===== config.mk =====
export PLATFORM = sky130hd
export DESIGN_NAME = fifo_uart_tx
export DESIGN_NICKNAME = d
export VERILOG_FILES = /design/src/rtl/fifo_uart_pkg.sv /design/src/rtl/uart_bit_timer.sv /design/src/rtl/fifo_uart_tx.sv
export SDC_FILE = /design/constraint.sdc
export NUM_CORES = 1
export LEC_CHECK = 0
export BUFFER_PORTS_ARGS = -buffer_cell sky130_fd_sc_hd__clkbuf_2
export CORE_UTILIZATION = 49
export DETAILED_ROUTE_END_ITERATION = 16
export HOLD_SLACK_MARGIN = 0.1
export PLACE_DENSITY = 0.73
export SETUP_SLACK_MARGIN = 0.4
export SLEW_MARGIN = 20
export SYNTH_ARGS = -nofsm -noshare
export SYNTH_HDL_FRONTEND = slang
export SYNTH_SLANG_ARGS = --single-unit

===== constraint.sdc =====
create_clock -name clk -period 1.7 [get_ports clk]
set_input_delay 0.255 -clock clk [delete_from_list [all_inputs] [get_ports clk]]
set_output_delay 0.255 -clock clk [all_outputs]
set_load 0.1 [all_outputs]

===== src/rtl/fifo_uart_pkg.sv =====
// fifo_uart_pkg: shared types and constants for the FIFO-to-UART transmit path.
//   tx_state_t : transmitter FSM state encoding
//   PAR_*      : parity mode selectors for fifo_uart_tx.PARITY
package fifo_uart_pkg;

    typedef enum logic [2:0] {
        ST_IDLE,
        ST_FETCH,
        ST_LOAD,
        ST_START,
        ST_DATA,
        ST_PARITY,
        ST_STOP
    } tx_state_t;

    localparam int unsigned PAR_NONE = 0;
    localparam int unsigned PAR_EVEN = 1;
    localparam int unsigned PAR_ODD  = 2;

endpackage


===== src/rtl/uart_bit_timer.sv =====
// uart_bit_timer: baud counter for one serial bit period.
//   clk      in  clock, rising edge
//   rst_n    in  synchronous active-low reset
//   clear    in  restart the bit period (asserted on every FSM state change)
//   bit_tick out high on the last cycle of each CLKS_PER_BIT-cycle period
module uart_bit_timer #(
    parameter int unsigned CLKS_PER_BIT = 16
) (
    input  logic clk,
    input  logic rst_n,
    input  logic clear,
    output logic bit_tick
);

    localparam int unsigned      CNT_W = (CLKS_PER_BIT > 1) ? $clog2(CLKS_PER_BIT) : 1;
    localparam logic [CNT_W-1:0] LAST  = CNT_W'(CLKS_PER_BIT - 1);

    logic [CNT_W-1:0] cnt;

    always_ff @(posedge clk) begin
        if (!rst_n || clear) begin
            cnt <= '0;
        end else if (bit_tick) begin
            cnt <= '0;
        end else begin
            cnt <= cnt + CNT_W'(1);
        end
    end

    assign bit_tick = (cnt == LAST);

endmodule


===== src/rtl/fifo_uart_tx.sv =====
// fifo_uart_tx: pops words from a synchronous FIFO and sends each as a UART
// frame (start, DATA_WIDTH bits LSB first, optional parity, one stop bit).
//   clk          in  clock, rising edge
//   rst_n        in  synchronous active-low reset
//   enable       in  allows a new fetch; only looked at in IDLE
//   fifo_empty   in  FIFO empty flag
//   fifo_rd_data in  FIFO registered read data (valid the cycle after r_en)
//   fifo_r_en    out one-cycle read pulse per word
//   tx           out registered serial line, idle high
//   busy         out high whenever the FSM is not in IDLE
//   tx_done      out one-cycle pulse in the first IDLE cycle after a stop bit
module fifo_uart_tx
    import fifo_uart_pkg::*;
#(
    parameter int unsigned DATA_WIDTH   = 8,
    parameter int unsigned CLKS_PER_BIT = 16,
    parameter int unsigned PARITY       = 0
) (
    input  logic                  clk,
    input  logic                  rst_n,
    input  logic                  enable,
    input  logic                  fifo_empty,
    input  logic [DATA_WIDTH-1:0] fifo_rd_data,
    output logic                  fifo_r_en,
    output logic                  tx,
    output logic                  busy,
    output logic                  tx_done
);

    localparam int unsigned      BIT_W    = (DATA_WIDTH > 1) ? $clog2(DATA_WIDTH) : 1;
    localparam logic [BIT_W-1:0] LAST_BIT = BIT_W'(DATA_WIDTH - 1);

    tx_state_t             state, state_next;
    logic [DATA_WIDTH-1:0] shift_q, shift_d;
    logic [BIT_W-1:0]      bit_cnt_q, bit_cnt_d;
    logic                  par_q, par_d;
    logic                  tx_d;
    logic                  bit_tick;
    logic                  timer_clear;

    uart_bit_timer #(
        .CLKS_PER_BIT(CLKS_PER_BIT)
    ) u_timer (
        .clk      (clk),
        .rst_n    (rst_n),
        .clear    (timer_clear),
        .bit_tick (bit_tick)
    );

    always_comb begin
        state_next = state;
        shift_d    = shift_q;
        bit_cnt_d  = bit_cnt_q;
        par_d      = par_q;
        fifo_r_en  = 1'b0;
        busy       = (state != ST_IDLE);

        case (state)
            ST_IDLE: begin
                if (enable && !fifo_empty) state_next = ST_FETCH;
            end
            ST_FETCH: begin
                fifo_r_en  = 1'b1;
                state_next = ST_LOAD;
            end
            ST_LOAD: begin
                shift_d    = fifo_rd_data;
                par_d      = (PARITY == PAR_ODD) ? ~(^fifo_rd_data) : ^fifo_rd_data;
                bit_cnt_d  = '0;
                state_next = ST_START;
            end
            ST_START: begin
                if (bit_tick) state_next = ST_DATA;
            end
            ST_DATA: begin
                if (bit_tick) begin
                    shift_d   = shift_q >> 1;
                    bit_cnt_d = bit_cnt_q + BIT_W'(1);
                    if (bit_cnt_q == LAST_BIT) begin
                        bit_cnt_d  = '0;
                        state_next = (PARITY != PAR_NONE) ? ST_PARITY : ST_STOP;
                    end
                end
            end
            ST_PARITY: begin
                if (bit_tick) state_next = ST_STOP;
            end
            ST_STOP: begin
                if (bit_tick) state_next = ST_IDLE;
            end
            default: state_next = ST_IDLE;
        endcase

        // tx is registered, so its next level follows the next state; this
        // lines the line level up exactly with the state it belongs to.
        case (state_next)
            ST_START:  tx_d = 1'b0;
            ST_DATA:   tx_d = shift_d[0];
            ST_PARITY: tx_d = par_d;
            default:   tx_d = 1'b1;
        endcase

        // Restart the bit period on every transition so each state begins at count 0.
        timer_clear = (state_next != state);
    end

    always_ff @(posedge clk) begin
        if (!rst_n) begin
            state     <= ST_IDLE;
            shift_q   <= '0;
            bit_cnt_q <= '0;
            par_q     <= 1'b0;
            tx        <= 1'b1;
            tx_done   <= 1'b0;
        end else begin
            state     <= state_next;
            shift_q   <= shift_d;
            bit_cnt_q <= bit_cnt_d;
            par_q     <= par_d;
            tx        <= tx_d;
            tx_done   <= (state == ST_STOP) && bit_tick;
        end
    end

endmodule


**Word level (Yosys, flattened, before mapping)**

Cells that the tools add are included.

- Add/sub/neg operators: 2
- Eq/ne operators: 13
- Mux-type cells: 15
- Reduce and logical (&&, ||, !) cells: 11

Operator list:

| kind | count |
|---|---|
| $mux 3 | 8 |
| $pmux 3 s7 | 1 |
| $eq 3x3->1 const B | 6 |
| $pmux 8 s2 | 1 |
| $eq 3x2->1 const B | 3 |
| $mux 8 | 1 |
| $reduce_xor 8->1 | 1 |
| $pmux 3 s2 | 1 |
| $add 4x1->4 const B | 1 |
| $eq 4x4->1 const B | 1 |
| $add 3x1->3 const B | 1 |
| $eq 3x1->1 const B | 1 |
| $logic_not 3->1 | 1 |
| $ne 3x3->1 | 1 |
| $pmux 1 s3 | 1 |
| $reduce_bool 3->1 | 1 |
| $logic_and 1x1->1 | 2 |
| $logic_not 1->1 | 2 |
| $mux 1 | 2 |
| $ne 2x2->1 const B | 1 |
| $reduce_and 2->1 | 1 |
| $reduce_bool 2->1 | 1 |
| $reduce_or 2->1 | 1 |
| $logic_or 1x1->1 | 1 |

- Register bits after elaboration: 21
- Input port bits: 12
- Output and inout port bits: 4
- Logic and storage cells: 49

**Logic depth before layout (Yosys ltp)**

- Word-level depth: 7
- Mapped depth: 8
- Depth with buffers taken out: 7

**Modules after synthesis**

From an unflattened synthesis, not the netlist that was laid out.

- Cell total of the unflattened synthesis: 129
- Area, all modules: 1178.6 um^2

Modules (own cells, without submodules):

| module | times used | cells an instance | area an instance (um^2) | sequential area each (um^2) |
|---|---|---|---|---|
| fifo_uart_tx | 1 | 114 | 1016.0 | 340.3 |
| uart_bit_timer | 1 | 15 | 162.7 | 80.1 |

**Worst setup path after synthesis**

OpenSTA, ideal clock, no wires.

- Path kind: flip-flop to output port
- Start: reg state[1]
- End: out fifo_r_en
- Data arrival time: 2.773 ns
- Required time: 1.445 ns
- Slack: -1.328 ns
- Cell stages (with the launch flop): 3
- Path buffers: 1
- Cell sequence: dfxtp_1 > dlygate4sd1_1 > nor3_1

- Longest elaborated chain between the ends: 2

RTL lines:

| element | line | source |
|---|---|---|
| from (decl) | fifo_uart_tx.sv:33 | `tx_state_t state, state_next;` |
| from (signal assigned) | fifo_uart_tx.sv:116 | `state <= state_next;` |
| $eq 3x1->1 | fifo_uart_tx.sv:58 | `case (state)` |
| $mux 1 | fifo_uart_tx.sv:58 |  |
| to (decl) | fifo_uart_tx.sv:24 | `output logic fifo_r_en,` |

No other way between the ends.

**Final worst setup path**

- Start: reg state[2]
- End: reg tx

- Longest elaborated chain between the ends: 5
- Elaborated cells on any way between the ends: 20
- Those cells by class: 9 x eq/ne; 10 x mux; 1 x reduce/logical

RTL lines:

| element | line | source |
|---|---|---|
| $mux 3 | fifo_uart_tx.sv:79 | `if (bit_cnt_q == LAST_BIT) begin` |
| $mux 3 | fifo_uart_tx.sv:76 | `if (bit_tick) begin` |
| $pmux 3 s7 | fifo_uart_tx.sv:58 |  |
| $eq 3x3->1 / $eq 3x2->1 (equally long branches) | fifo_uart_tx.sv:96 | `case (state_next)` |
| $pmux 1 s3 (*) | fifo_uart_tx.sv:96 |  |
| to (signal assigned) | fifo_uart_tx.sv:120 | `tx <= tx_d;` |
| to (decl) | fifo_uart_tx.sv:25 | `output logic tx,` |

Mark *: on every way between the ends. The rest lies on a longest branch, timed or not.
A chain may end at the register's enable or synchronous reset.

==> impl_metrics.ini <==
[pwr]
p_seq_share_pct = 40.5
pwr-share-comb_pct = 42.2
total_leakage_power_nw = 0.6051
finalPower_w = 0.001428
switching_share_pct = 36.78
internal_power_w = 0.0009028
ir_worst_vdd_v = 0.0006172
p_sw_w = 0.0005252
p_clk_share_pct = 17.3
power_density_nw_per_um2 = 856.2

[worst_setup_path]
path_max_fanout = 13
critPathKind = reg -> reg
crit_path_start = state[2]$_SDFF_PN0_
reg2reg_slack_ns = 0.02
r2r-end = tx$_SDFF_PN1_
crit_path_start_kind = register
cp-end-kind = register
regToRegStartpoint = state[2]$_SDFF_PN0_
critPathArrivalTime_ns = 1.89
required_ns = 1.91
ff2ff_path_depth = 6

[grt]
grt_pass1_wl_mm = 4.298
antenna_found_initial = 0
grt_usage_pct = 22.92
grt-ovfl-total = 0
grt_pass1_vias = 946
grt_start_max_net_pins = 15

[routing]
wl_mm = 3.022
drtAntennaViolNets = 0
drc = 0
drtIter0Drc = 26
viasPerCell = 5.824
first_pass_iters = 4
routedWlPerCell_um = 16.07
num_vias = 1095

[logic_synthesis]
async_reset_ff_share_pct = 0
ys_seq_area_share_pct = 37.97
synth.net_count = 140
synth_seq_cells = 21
avgSynthCellArea_um2 = 8.858
synth.distinct_cells = 45
syn_inst = 125
syn_area_um2 = 1107
synth-edff-count = 0
ys_warn_count = 0
synth_flop_cell = dfxtp_1

[min_path]
hold_depth = 3
min_path_type = in -> reg
min_to = shift_q[7]$_SDFFE_PN0P_
min-delay-start = fifo_rd_data[7]

[timing]
slew_headroom_pct = 80.01
rsz0062_at_grt = yes
hold_violations = 0
worst_pin_slew_ns = 0.3015
fin_crit_sh_pct = 99.01
fmax_ghz = 0.5941
clock_skew_ns = 0.002302
hold_slack_ns = 0.2267
slew_viol_final = 0
min_period_ns = 1.683
setup_tns_ns = 0
layout_setup_ws_ns = 0.01677
finalSetupViolations = 0

[layout]
fin_nets = 177
layout-drive-gt1-share_pct = 51.55
area_growth_pct = 50.62
antennaDiodeCount = 0
fin_cells = 188

[placement]
pre_cts_slack_ns = 0.02505
placed_cells = 165
gp_congestion = 0.8391
post-dp-hpwl_mm = 1.674
port_buffers = 15

[die]
start_util_pct = 54.23
die_w_um = 49.54
die_area_um2 = 2454
die_y_um = 49.54
core_um2 = 2042
rows = 16
boundaryPins = 16

[clock_network]
cts_root_buf = clkbuf_4
cts_hold_repair.buffers = 0
clock_sinks = 21
cts_max_level = 1
cts_max_path_buffers = 2
clkTransAtPathRegs_ns = 0.12
cts_made_buffers = 3
clock_latency_ns = 0.31
cts_tree = yes

[job]
max_cap_violations = 0

[status]
status = complete, no violations
[kinds of logic (layout without fill, tap and decap cells)]
kind of cell | after synthesis | after routing | synth area share, %
AO/OA/AOI/OAI | 36 | 36 | 23.28
XOR/XNOR | 9 | 9 | 7.119
adder cells (fa/ha/maj) | 3 | 3 | 3.390
buffers and inverters | 11 | 47 | 5.084
flip-flops | 21 | 21 | 37.97
AND/OR/NAND/NOR | 45 | 45 | 23.17
[registers in the layout, summed over array words and instances (netlist names)]
register and count:
shift_q 8, state 3, tx 1, tx_done 1, u_timer.cnt 4, bit_cnt_q 3, par_q 1
[synth_stat cells (2+ instances only)]
cell type	number	area [um^2]
a21oi_1	13	65.06
buf_4	2	15.01
and2_1	2	12.51
o21ai_0	2	10.01
xnor2_1	8	70.07
or2_1	2	12.51
clkbuf_1	3	11.26
inv_1	2	7.510
nand2_1	10	37.54
nor2b_1	2	12.51
ha_1	3	37.54
and3_1	2	12.51
a31oi_1	2	12.51
a22oi_1	6	45.04
o21ai_1	2	10.01
buf_2	2	10.01
nor2_1	11	41.29
nand3_1	4	20.02
dfxtp_1	21	420.4
[through the flow]
| step | area [um^2] | util (%) |
|---|---|---|
| 2_1_floorplan | 1184 | - |
| 3_3_place_gp | 1328 | 65.01 |
| 3_5_place_dp | 1328 | 65.01 |
| 4_1_cts | 1534 | 75.12 |
| 5_1_grt | 1668 | 81.68 |
| 6_report | 1668 | 81.68 |
[worst max path at each step]
| stage | to | cells past startpoint |
|---|---|---|
| 2_1_floorplan | tx$_SDFF_PN1_ | 6 |
| 3_5_place_dp | tx$_SDFF_PN1_ | 6 |
| 6_report | tx$_SDFF_PN1_ | 6 |
| 4_1_cts | busy | 3 |
| 5_1_grt | tx$_SDFF_PN1_ | 7 |
| 3_3_place_gp | tx$_SDFF_PN1_ | 6 |
[power by group through the flow]
stage	combinational (W)	clock, W	sequential [W]
5_1_grt	0.000634	0.000271	0.000583
3_3_place_gp	0.000430	0	0.000585
6_report	0.000603	0.000247	0.000578
3_5_place_dp	0.000434	0	0.000588
4_1_cts	0.000512	0.000251	0.000578
2_1_floorplan	0.000314	0	0.000594
[critical path: stages, from the launching register on]
cell	delay, ns
dfxtp_2	0.38
buf_12	0.16
or2_1	0.24
o221ai_2	0.27
o21ai_1	0.14
a22o_1	0.22
a31o_1	0.18
[area by class of cell]
class,instances,area [um^2]
Sequential cell,21,434.2
Multi-Input combinational cell,93,815.8
Clock buffer,4,26.28
Timing Repair Buffer,40,346.6
Tap cell,27,33.78
Inverter,3,11.26
Fill cell,125,374.1
[metal layers]
layer / part of all wire (%) / track usage [%]
met1: 46 / 28.08
met2: 50 / 41.44
met3: 2.6 / 2.778
met4: 1.3 / 6.667
met5: 0 / 0
[layout by cell type (no fill, tap or decap), drive strengths merged, types with 2 or more instances in the layout]
master / synthesis / layout
a31oi: 2 / 2
buf: 4 / 27
inv: 3 / 3
clkbuf: 3 / 17
a22oi: 6 / 6
xnor2: 8 / 8
ha: 3 / 3
or2: 2 / 2
dfxtp: 21 / 21
nand2: 10 / 10
nor2b: 2 / 2
nor2: 11 / 11
o21ai: 4 / 4
and3: 2 / 2
a21oi: 13 / 13
and2: 2 / 2
nor3b: 2 / 2
nand3: 4 / 4
[timing repair]
action / 4_1_cts / 5_1_grt
resized for setup: 20 / 20
pin swaps: 7 / 5
gates cloned: 1 / 0
setup endpoints to repair: 17 / 20
buffers inserted: 11 / 7
Note: power is estimated with default switching activity, not from simulation.
